### config.mk
export PLATFORM = sky130hd
export DESIGN_NAME = lsu_mem_access
export DESIGN_NICKNAME = d
export VERILOG_FILES = /design/src/rtl/lsu_pkg.sv /design/src/rtl/lsu_load_ext.sv /design/src/rtl/lsu_mem_access.sv
export SDC_FILE = /design/constraint.sdc
export NUM_CORES = 1
export LEC_CHECK = 0
export ABC_AREA = 1
export BUFFER_PORTS_ARGS = -buffer_cell sky130_fd_sc_hd__buf_4
export CORE_MARGIN = 2
export CORE_UTILIZATION = 55
export DETAILED_ROUTE_END_ITERATION = 7
export MAX_ROUTING_LAYER = met4
export PLACE_DENSITY_LB_ADDON = 0.25
export SYNTH_ARGS = -nofsm -noshare
export SYNTH_HDL_FRONTEND = slang
export SYNTH_SLANG_ARGS = --single-unit
### constraint.sdc
create_clock -name clk -period 3.2 [get_ports clk]
set_input_delay 0.16 -clock clk [delete_from_list [all_inputs] [get_ports clk]]
set_output_delay 0.16 -clock clk [all_outputs]
set_load 0.02 [all_outputs]
### src/rtl/lsu_pkg.sv
// Shared encodings, state type and legality helper for the load/store unit.
package lsu_pkg;

    localparam logic [2:0] MEMOP_B  = 3'b000;
    localparam logic [2:0] MEMOP_H  = 3'b001;
    localparam logic [2:0] MEMOP_W  = 3'b010;
    localparam logic [2:0] MEMOP_BU = 3'b100;
    localparam logic [2:0] MEMOP_HU = 3'b101;

    typedef enum logic [1:0] {
        StIdle,
        StBusReq,
        StBusWait,
        StDone
    } lsu_state_e;

    // Unsigned variants only exist for loads; the remaining codes are unused.
    function automatic logic memop_legal(input logic [2:0] op, input logic is_store);
        logic legal;
        case (op)
            MEMOP_B, MEMOP_H, MEMOP_W: legal = 1'b1;
            MEMOP_BU, MEMOP_HU:        legal = !is_store;
            default:                   legal = 1'b0;
        endcase
        return legal;
    endfunction

endpackage

### src/rtl/lsu_load_ext.sv
// Selects the addressed byte/half/word from a bus read word and extends it.
module lsu_load_ext (
    input  logic [31:0] mem_rdata,
    input  logic [1:0]  addr_lo,
    input  logic [2:0]  MemOp,
    output logic [31:0] ext_data
);
    import lsu_pkg::*;

    logic [7:0]  byte_sel;
    logic [15:0] half_sel;

    // Lane select followed by sign or zero extension by access type
    always_comb begin
        byte_sel = mem_rdata[{addr_lo, 3'b000} +: 8];
        half_sel = mem_rdata[{addr_lo[1], 4'b0000} +: 16];
        case (MemOp)
            MEMOP_B:  ext_data = {{24{byte_sel[7]}}, byte_sel};
            MEMOP_H:  ext_data = {{16{half_sel[15]}}, half_sel};
            MEMOP_BU: ext_data = {24'b0, byte_sel};
            MEMOP_HU: ext_data = {16'b0, half_sel};
            default:  ext_data = mem_rdata;
        endcase
    end

endmodule

### src/rtl/lsu_mem_access.sv
// Load/store unit: runs one data-memory bus transaction per accepted request.
module lsu_mem_access #(
    parameter int unsigned TIMEOUT = 255,
    parameter int unsigned TO_W    = 16
) (
    input  logic        clk,
    input  logic        rst,
    input  logic        req_valid,
    output logic        req_ready,
    input  logic [2:0]  MemOp,
    input  logic        MemWr,
    input  logic        MemtoReg,
    input  logic [31:0] addr,
    input  logic [31:0] wdata,
    output logic        resp_valid,
    output logic        resp_err,
    output logic [31:0] rdata,
    output logic        mem_valid,
    input  logic        mem_ready,
    output logic [31:0] mem_addr,
    output logic        mem_wen,
    output logic [3:0]  mem_wmask,
    output logic [31:0] mem_wdata,
    input  logic        mem_rvalid,
    input  logic [31:0] mem_rdata
);
    import lsu_pkg::*;

    // Counter value on the last permitted cycle of a wait state
    localparam logic [TO_W-1:0] TO_LAST = TO_W'(TIMEOUT - 1);

    lsu_state_e      state_q, state_d;
    logic [TO_W-1:0] to_cnt_q, to_cnt_d;
    logic [2:0]      op_q, op_d;
    logic            store_q, store_d;
    logic [31:0]     addr_q, addr_d;
    logic [31:0]     wdata_q, wdata_d;
    logic [31:0]     rdata_q, rdata_d;
    logic            err_q, err_d;

    logic            accept_err;
    logic [3:0]      lane_mask;
    logic [31:0]     lane_data;
    logic [31:0]     ext_data;

    lsu_load_ext u_load_ext (
        .mem_rdata (mem_rdata),
        .addr_lo   (addr_q[1:0]),
        .MemOp     (op_q),
        .ext_data  (ext_data)
    );

    // Request-time error decode on the live request fields
    always_comb begin
        accept_err = 1'b0;
        if (MemWr == MemtoReg) begin
            accept_err = 1'b1;
        end else if (!memop_legal(MemOp, MemWr)) begin
            accept_err = 1'b1;
        end else if (MemOp[1:0] == 2'b01 && addr[0]) begin
            accept_err = 1'b1;
        end else if (MemOp[1:0] == 2'b10 && addr[1:0] != 2'b00) begin
            accept_err = 1'b1;
        end
    end

    // Store byte enables and lane-replicated write data
    always_comb begin
        lane_mask = 4'b0000;
        lane_data = 32'h0;
        if (store_q) begin
            case (op_q[1:0])
                2'b00: begin
                    lane_mask = 4'b0001 << addr_q[1:0];
                    lane_data = {4{wdata_q[7:0]}};
                end
                2'b01: begin
                    lane_mask = addr_q[1] ? 4'b1100 : 4'b0011;
                    lane_data = {2{wdata_q[15:0]}};
                end
                default: begin
                    lane_mask = 4'b1111;
                    lane_data = wdata_q;
                end
            endcase
        end
    end

    // Outputs decoded from state; bus fields are zero outside the request phase
    always_comb begin
        req_ready  = (state_q == StIdle);
        resp_valid = (state_q == StDone);
        resp_err   = resp_valid & err_q;
        rdata      = resp_valid ? rdata_q : 32'h0;
        mem_valid  = (state_q == StBusReq);
        mem_addr   = mem_valid ? {addr_q[31:2], 2'b00} : 32'h0;
        mem_wen    = mem_valid & store_q;
        mem_wmask  = mem_valid ? lane_mask : 4'b0000;
        mem_wdata  = mem_valid ? lane_data : 32'h0;
    end

    // Next-state: accept, bus handshake, read return and timeout
    always_comb begin
        state_d  = state_q;
        to_cnt_d = to_cnt_q;
        op_d     = op_q;
        store_d  = store_q;
        addr_d   = addr_q;
        wdata_d  = wdata_q;
        rdata_d  = rdata_q;
        err_d    = err_q;
        case (state_q)
            StIdle: begin
                if (req_valid) begin
                    op_d     = MemOp;
                    store_d  = MemWr;
                    addr_d   = addr;
                    wdata_d  = wdata;
                    rdata_d  = 32'h0;
                    to_cnt_d = '0;
                    err_d    = accept_err;
                    state_d  = accept_err ? StDone : StBusReq;
                end
            end
            StBusReq: begin
                if (mem_ready) begin
                    to_cnt_d = '0;
                    state_d  = store_q ? StDone : StBusWait;
                end else if (to_cnt_q == TO_LAST) begin
                    err_d   = 1'b1;
                    state_d = StDone;
                end else begin
                    to_cnt_d = to_cnt_q + 1'b1;
                end
            end
            StBusWait: begin
                if (mem_rvalid) begin
                    rdata_d = ext_data;
                    state_d = StDone;
                end else if (to_cnt_q == TO_LAST) begin
                    err_d   = 1'b1;
                    state_d = StDone;
                end else begin
                    to_cnt_d = to_cnt_q + 1'b1;
                end
            end
            StDone:  state_d = StIdle;
            default: state_d = StIdle;
        endcase
    end

    // State and request registers with synchronous reset
    always_ff @(posedge clk) begin
        if (rst) begin
            state_q  <= StIdle;
            to_cnt_q <= '0;
            op_q     <= 3'b000;
            store_q  <= 1'b0;
            addr_q   <= 32'h0;
            wdata_q  <= 32'h0;
            rdata_q  <= 32'h0;
            err_q    <= 1'b0;
        end else begin
            state_q  <= state_d;
            to_cnt_q <= to_cnt_d;
            op_q     <= op_d;
            store_q  <= store_d;
            addr_q   <= addr_d;
            wdata_q  <= wdata_d;
            rdata_q  <= rdata_d;
            err_q    <= err_d;
        end
    end

endmodule
## Word level (Yosys, flattened, before mapping)

Index checks and enable logic that the tools add are counted.

| storage, ports and cells | value |
|---|---|
| flip-flop bits (word level) | 119 |
| bits of input ports | 106 |
| output and inout port bits | 105 |

| operators by class | value |
|---|---|
| add/subtract/negate cells | 1 |
| equality and inequality tests | 19 |
| shift-type cells | 3 |
| multiplexer cells | 36 |
| bitwise logic cells | 2 |
| reduce and logical (&&, ||, !) cells | 16 |

Operators by type and width:

| cell | count |
|---|---|
| two-way mux 32 bit | 6 |
| case mux 32 bit (2 select lines) | 2 |
| case mux 32 bit (4 select lines) | 1 |
| two-way mux 16 bit | 4 |
| case mux 16 bit (3 select lines) | 1 |
| variable part select 32 x 6 -> 16 bit | 1 |
| variable part select 32 x 6 -> 8 bit | 1 |
| adder 16 x 1 -> 16 bit (second input constant) | 1 |
| equality test 16 x 8 -> 1 bit (second input constant) | 1 |
| equality test 3 bit (second input constant) | 4 |
| two-way mux 4 bit | 3 |
| two-way mux 1 bit | 10 |
| two-way mux 2 bit | 5 |
| != test 2 bit (second input constant) | 4 |
| case mux 2 bit (4 select lines) | 1 |
| case mux 4 bit (2 select lines) | 1 |
| equality test 2 x 1 -> 1 bit (second input constant) | 3 |
| equality test 2 bit (second input constant) | 3 |
| equality test 3 x 1 -> 1 bit (second input constant) | 2 |
| logical NOT 3 bit | 2 |
| AND reduction 3 bit | 2 |
| logical NOT 2 bit | 2 |
| AND reduction 4 bit | 1 |
| nonzero test 2 bit | 2 |
| other kinds (12) | 14 |

## Longest topological paths before layout

| depth | value |
|---|---|
| depth after elaboration | 9 |
| gate-level depth with buffers | 13 |

## Modules after synthesis

A second synthesis with hierarchy kept.

| second synthesis, totals | value |
|---|---|
| cell total of the unflattened synthesis | 1046 |
| area, all modules | 6606.3 sq um |

Modules (own cells, without submodules):

| module | instances | cells each | area each (sq um) |
|---|---|---|---|
| lsu_mem_access | 1 | 844 | 5674.2 |
| lsu_load_ext | 1 | 202 | 932.1 |

## Least setup slack after synthesis

No wires, ideal clock.

| timing path | value |
|---|---|
| path kind | register to output |
| start point | register state_q[1] |
| end point | output mem_wdata[25] |
| data arrival time | 1.808 ns |
| data required time | 3.040 ns |
| slack | 1.232 ns |
| cell stages (with the launch flop) | 10 |
| buffers on the path | 2 |
| path through | dfxtp_1 > inv_1 > ha_1 > buf_2 > nand2_1 > inv_1 > buf_2 > o21ai_0 > o21ai_0 > o221a_2 |

| on the way | value |
|---|---|
| word-level cells in the longest chain between the ends | 2 |

RTL lines:

| what | RTL line | text |
|---|---|---|
| start, declared | lsu_mem_access.sv:32 | `lsu_state_e state_q, state_d;` |
| start signal, assigned | lsu_mem_access.sv:155 | `state_q <= StIdle;` |
| start signal, assigned | lsu_mem_access.sv:164 | `state_q <= state_d;` |
| equality test 2 x 1 -> 1 bit | lsu_mem_access.sv:95 | `mem_valid = (state_q == StBusReq);` |
| named net mem_valid | lsu_mem_access.sv:18 | `output logic mem_valid,` |
| two-way mux 32 bit | lsu_mem_access.sv:99 | `mem_wdata = mem_valid ? lane_data : 32'h0;` |
| end, declared | lsu_mem_access.sv:23 | `output logic [31:0] mem_wdata,` |

The timed path passes the listed nets, and every way through them passes these cells.

## Final worst setup path

| timing path | value |
|---|---|
| start point | register state_q[1] |
| end point | output mem_wdata[25] |

| on the way | value |
|---|---|
| word-level cells in the longest chain between the ends | 2 |

RTL lines:

| what | RTL line |
|---|---|
| equality test 2 x 1 -> 1 bit | lsu_mem_access.sv:95 |
| two-way mux 32 bit | lsu_mem_access.sv:99 |

No other way between the ends.

==> results.ini <==
[floorplan]
fp.coreArea_mm2=0.0113
rows=39
die_area_mm2=0.0124
io_pins=211
initial_core_util_pct=56.0
chipHeight_um=111
die_w_um=111

[worst_setup_path]
critPathCapture=mem_wdata[25]
cp_max_fo=19
crit_type=reg -> out
worstReg2RegStart=state_q[0]$_SDFFE_PP0N_
ff2ff_path_depth=7
arrival_ps=2700
worstSetupStartpointType=flop
endpoint_kind=output port
reg2reg_slack_ps=810
crit_path_start=state_q[1]$_SDFFE_PP0N_
cp.required_ps=3040
rr_endpoint=addr_q[17]$_SDFFE_PP0P_

[synthesis]
syn_avg_cell_area_um2=6.48
synth_area_leaders=dfxtp_1, nor2_1, o21ai_0
yosysWarnings=0
synth_edf_count=0
ys.flop_type=dfxtp_1
yosysTopAreaCell=dfxtp_1
ys_seq_area_share_pct=37.6
synth_area_mm2=0.00634
synth.distinct_cells=46
async_flop_share_pct=0
synth-seq-cells=119
synth.top_cell.area_share_pct=37.6
postSynthCellCount=978

[detailed_routing]
post-route-drc-count=0
wl_per_cell_um=14.2
drt-vias-per-instance=5.30
dr.pass1.iters=6
num_vias=7084
drt_iter0_drc=602
drt_wl_total_mm=19.0
drtAntennaViolNets=0

[finish]
seqCellArea_mm2=0.00238
final_util_pct=76.6
finalNonFillerCells=1337
multiInputGateArea_mm2=0.00317
layout-drive-gt1-share_pct=25.4
fin_nets=1294
antenna_cells=0
area_growth_pct=36.9
fillers=926

[sta]
hold_ws_ps=7.38
fmax_ghz=0.349
setup_tns_ps=0
clock_skew_ps=9.10
slew_viol_final=0
hold_viol=0
relSlewSlack_pct=37.3
grt_setup_unrepaired=no
tightest_slew_ps=935
setup_viol=0
fin_crit_ps=2860
finalCritPeriodShare_pct=89.5

[clock_network]
ctsHoldBuffers=24
ctsResizeCount=0
clk_pin_slew_ps=50
cts_tree=built
clk_path_buf_depth=2
htreeDepth=4
numCtsBuffers=17
cts.sinks=119
root_buffer=clkbuf_16
clock_latency_ps=420
cts_setup_buffers=0

[global_route]
grt_pass1_vias=6593
grt_usage_pct=31.3
grt_antenna_before_repair=0
grt_max_degree=81
grt_overflow=0
grt_pass1_wl_mm=30.8

[placement]
place_inst=1282
dp_hpwl_mm=12.9
gp_congestion=0.901
port_buffers=208

[run_status]
status=complete, no violations

[pwr]
max-vdd-ir-drop_mv=0.458
power_w=0.00562
p_leak_nw=4.49
p_per_area_mw_per_mm2=648

[min_path]
hp-class=in -> reg

[run]
cap_violations=0

-- Yosys cell counts (2+ instances only) --
master / instances
nor2_1: 210
nand2_1: 146
o21ai_0: 141
inv_1: 125
dfxtp_1: 119
a21oi_1: 57
clkbuf_1: 38
buf_2: 16
nand3_1: 13
nand2_2: 12
a21oi_2: 11
nor3_1: 10
inv_2: 9
o211ai_1: 7
ha_1: 6
nand4_1: 6
o21ai_1: 6
o221a_2: 6
o2111ai_1: 5
buf_4: 3
nor2_4: 3
a211oi_1: 2
nand2_4: 2
o21bai_1: 2
o22ai_1: 2
-- final cells by class --
class	count	share of cell area (%)
clock buffers	22	5.58
clock inverters	9	0.591
inverters	136	5.93
multi-input cells	664	36.6
flip-flops and latches	119	27.5
well taps	143	2.06
repair buffers	244	21.8
-- cell families after synthesis --
group	Yosys count	share of synthesized area (%)
compound gates	246	22.1
xor+xnor	1	0.138
fa+ha+maj	6	1.18
buf+inv	196	12.5
flops	119	37.6
other cells	1	0.0592
simple gates	409	26.5
-- through the flow --
step	setup slack (ps)	cell area [um^2]
finish	335	8680
global route	136	8680
CTS	384	8680
detailed placement	825	7900
global placement	944	7900
floorplan	1230	6340
-- flip-flops by register name, summed over array words and instances, names as in the netlist --
| name | cells |
|---|---|
| state_q | 2 |
| op_q | 3 |
| err_q | 1 |
| to_cnt_q | 16 |
| store_q | 1 |
| wdata_q | 32 |
| addr_q | 32 |
| rdata_q | 32 |
-- worst min-delay path by stage --
stage              from                       to  slack [ps]  depth (start not counted)
3_5_place_dp        rst  state_q[1]$_SDFFE_PP0N_         360                          2
2_1_floorplan       rst  state_q[1]$_SDFFE_PP0N_         230                          1
3_3_place_gp        rst  state_q[1]$_SDFFE_PP0N_         360                          2
4_1_cts        addr[28]  addr_q[28]$_SDFFE_PP0P_         0.2                          3
6_report       addr[24]  addr_q[24]$_SDFFE_PP0P_           7                          3
5_1_grt        addr[24]  addr_q[24]$_SDFFE_PP0P_          10                          3
-- cells in the final DEF, fill, tap and decap left out, types with 11 or more instances in the layout --
master / n
nor2_1: 210
nand2_2: 13
dfxtp_1: 119
a21oi_2: 11
dlygate4sd3_1: 24
a21oi_1: 57
inv_1: 123
o21ai_0: 141
buf_4: 220
nand2_1: 145
nand3_1: 13
clkbuf_16: 17
-- per-layer routing --
metal | vias up | wire, um | GRT usage [%]
li1 | 3508 | - | -
met1 | 3208 | 7910 | 37.7
met2 | 326 | 9030 | 49.8
met3 | 42 | 1500 | 8.71
met4 | 0 | 578 | 13.0
met5 | - | 0 | -
-- critical path, cell delays in order, from the launching register on --
cell and delay [ps]:
dfxtp_1 330, inv_1 110, ha_1 540, nand2_1 110
buf_4 220, inv_1 240, o21ai_0 190, o21ai_0 160
o221a_2 250, buf_4 140
-- report_power, final --
group	internal, W	switching (W)	total (W)	leakage (nW)
clock	0.00106	0.000670	0.00173	0.271
sequential	0.00182	0.000190	0.00201	0.981
combinational	0.000661	0.00123	0.00189	3.24
Note: power is estimated with default switching activity, not from simulation.
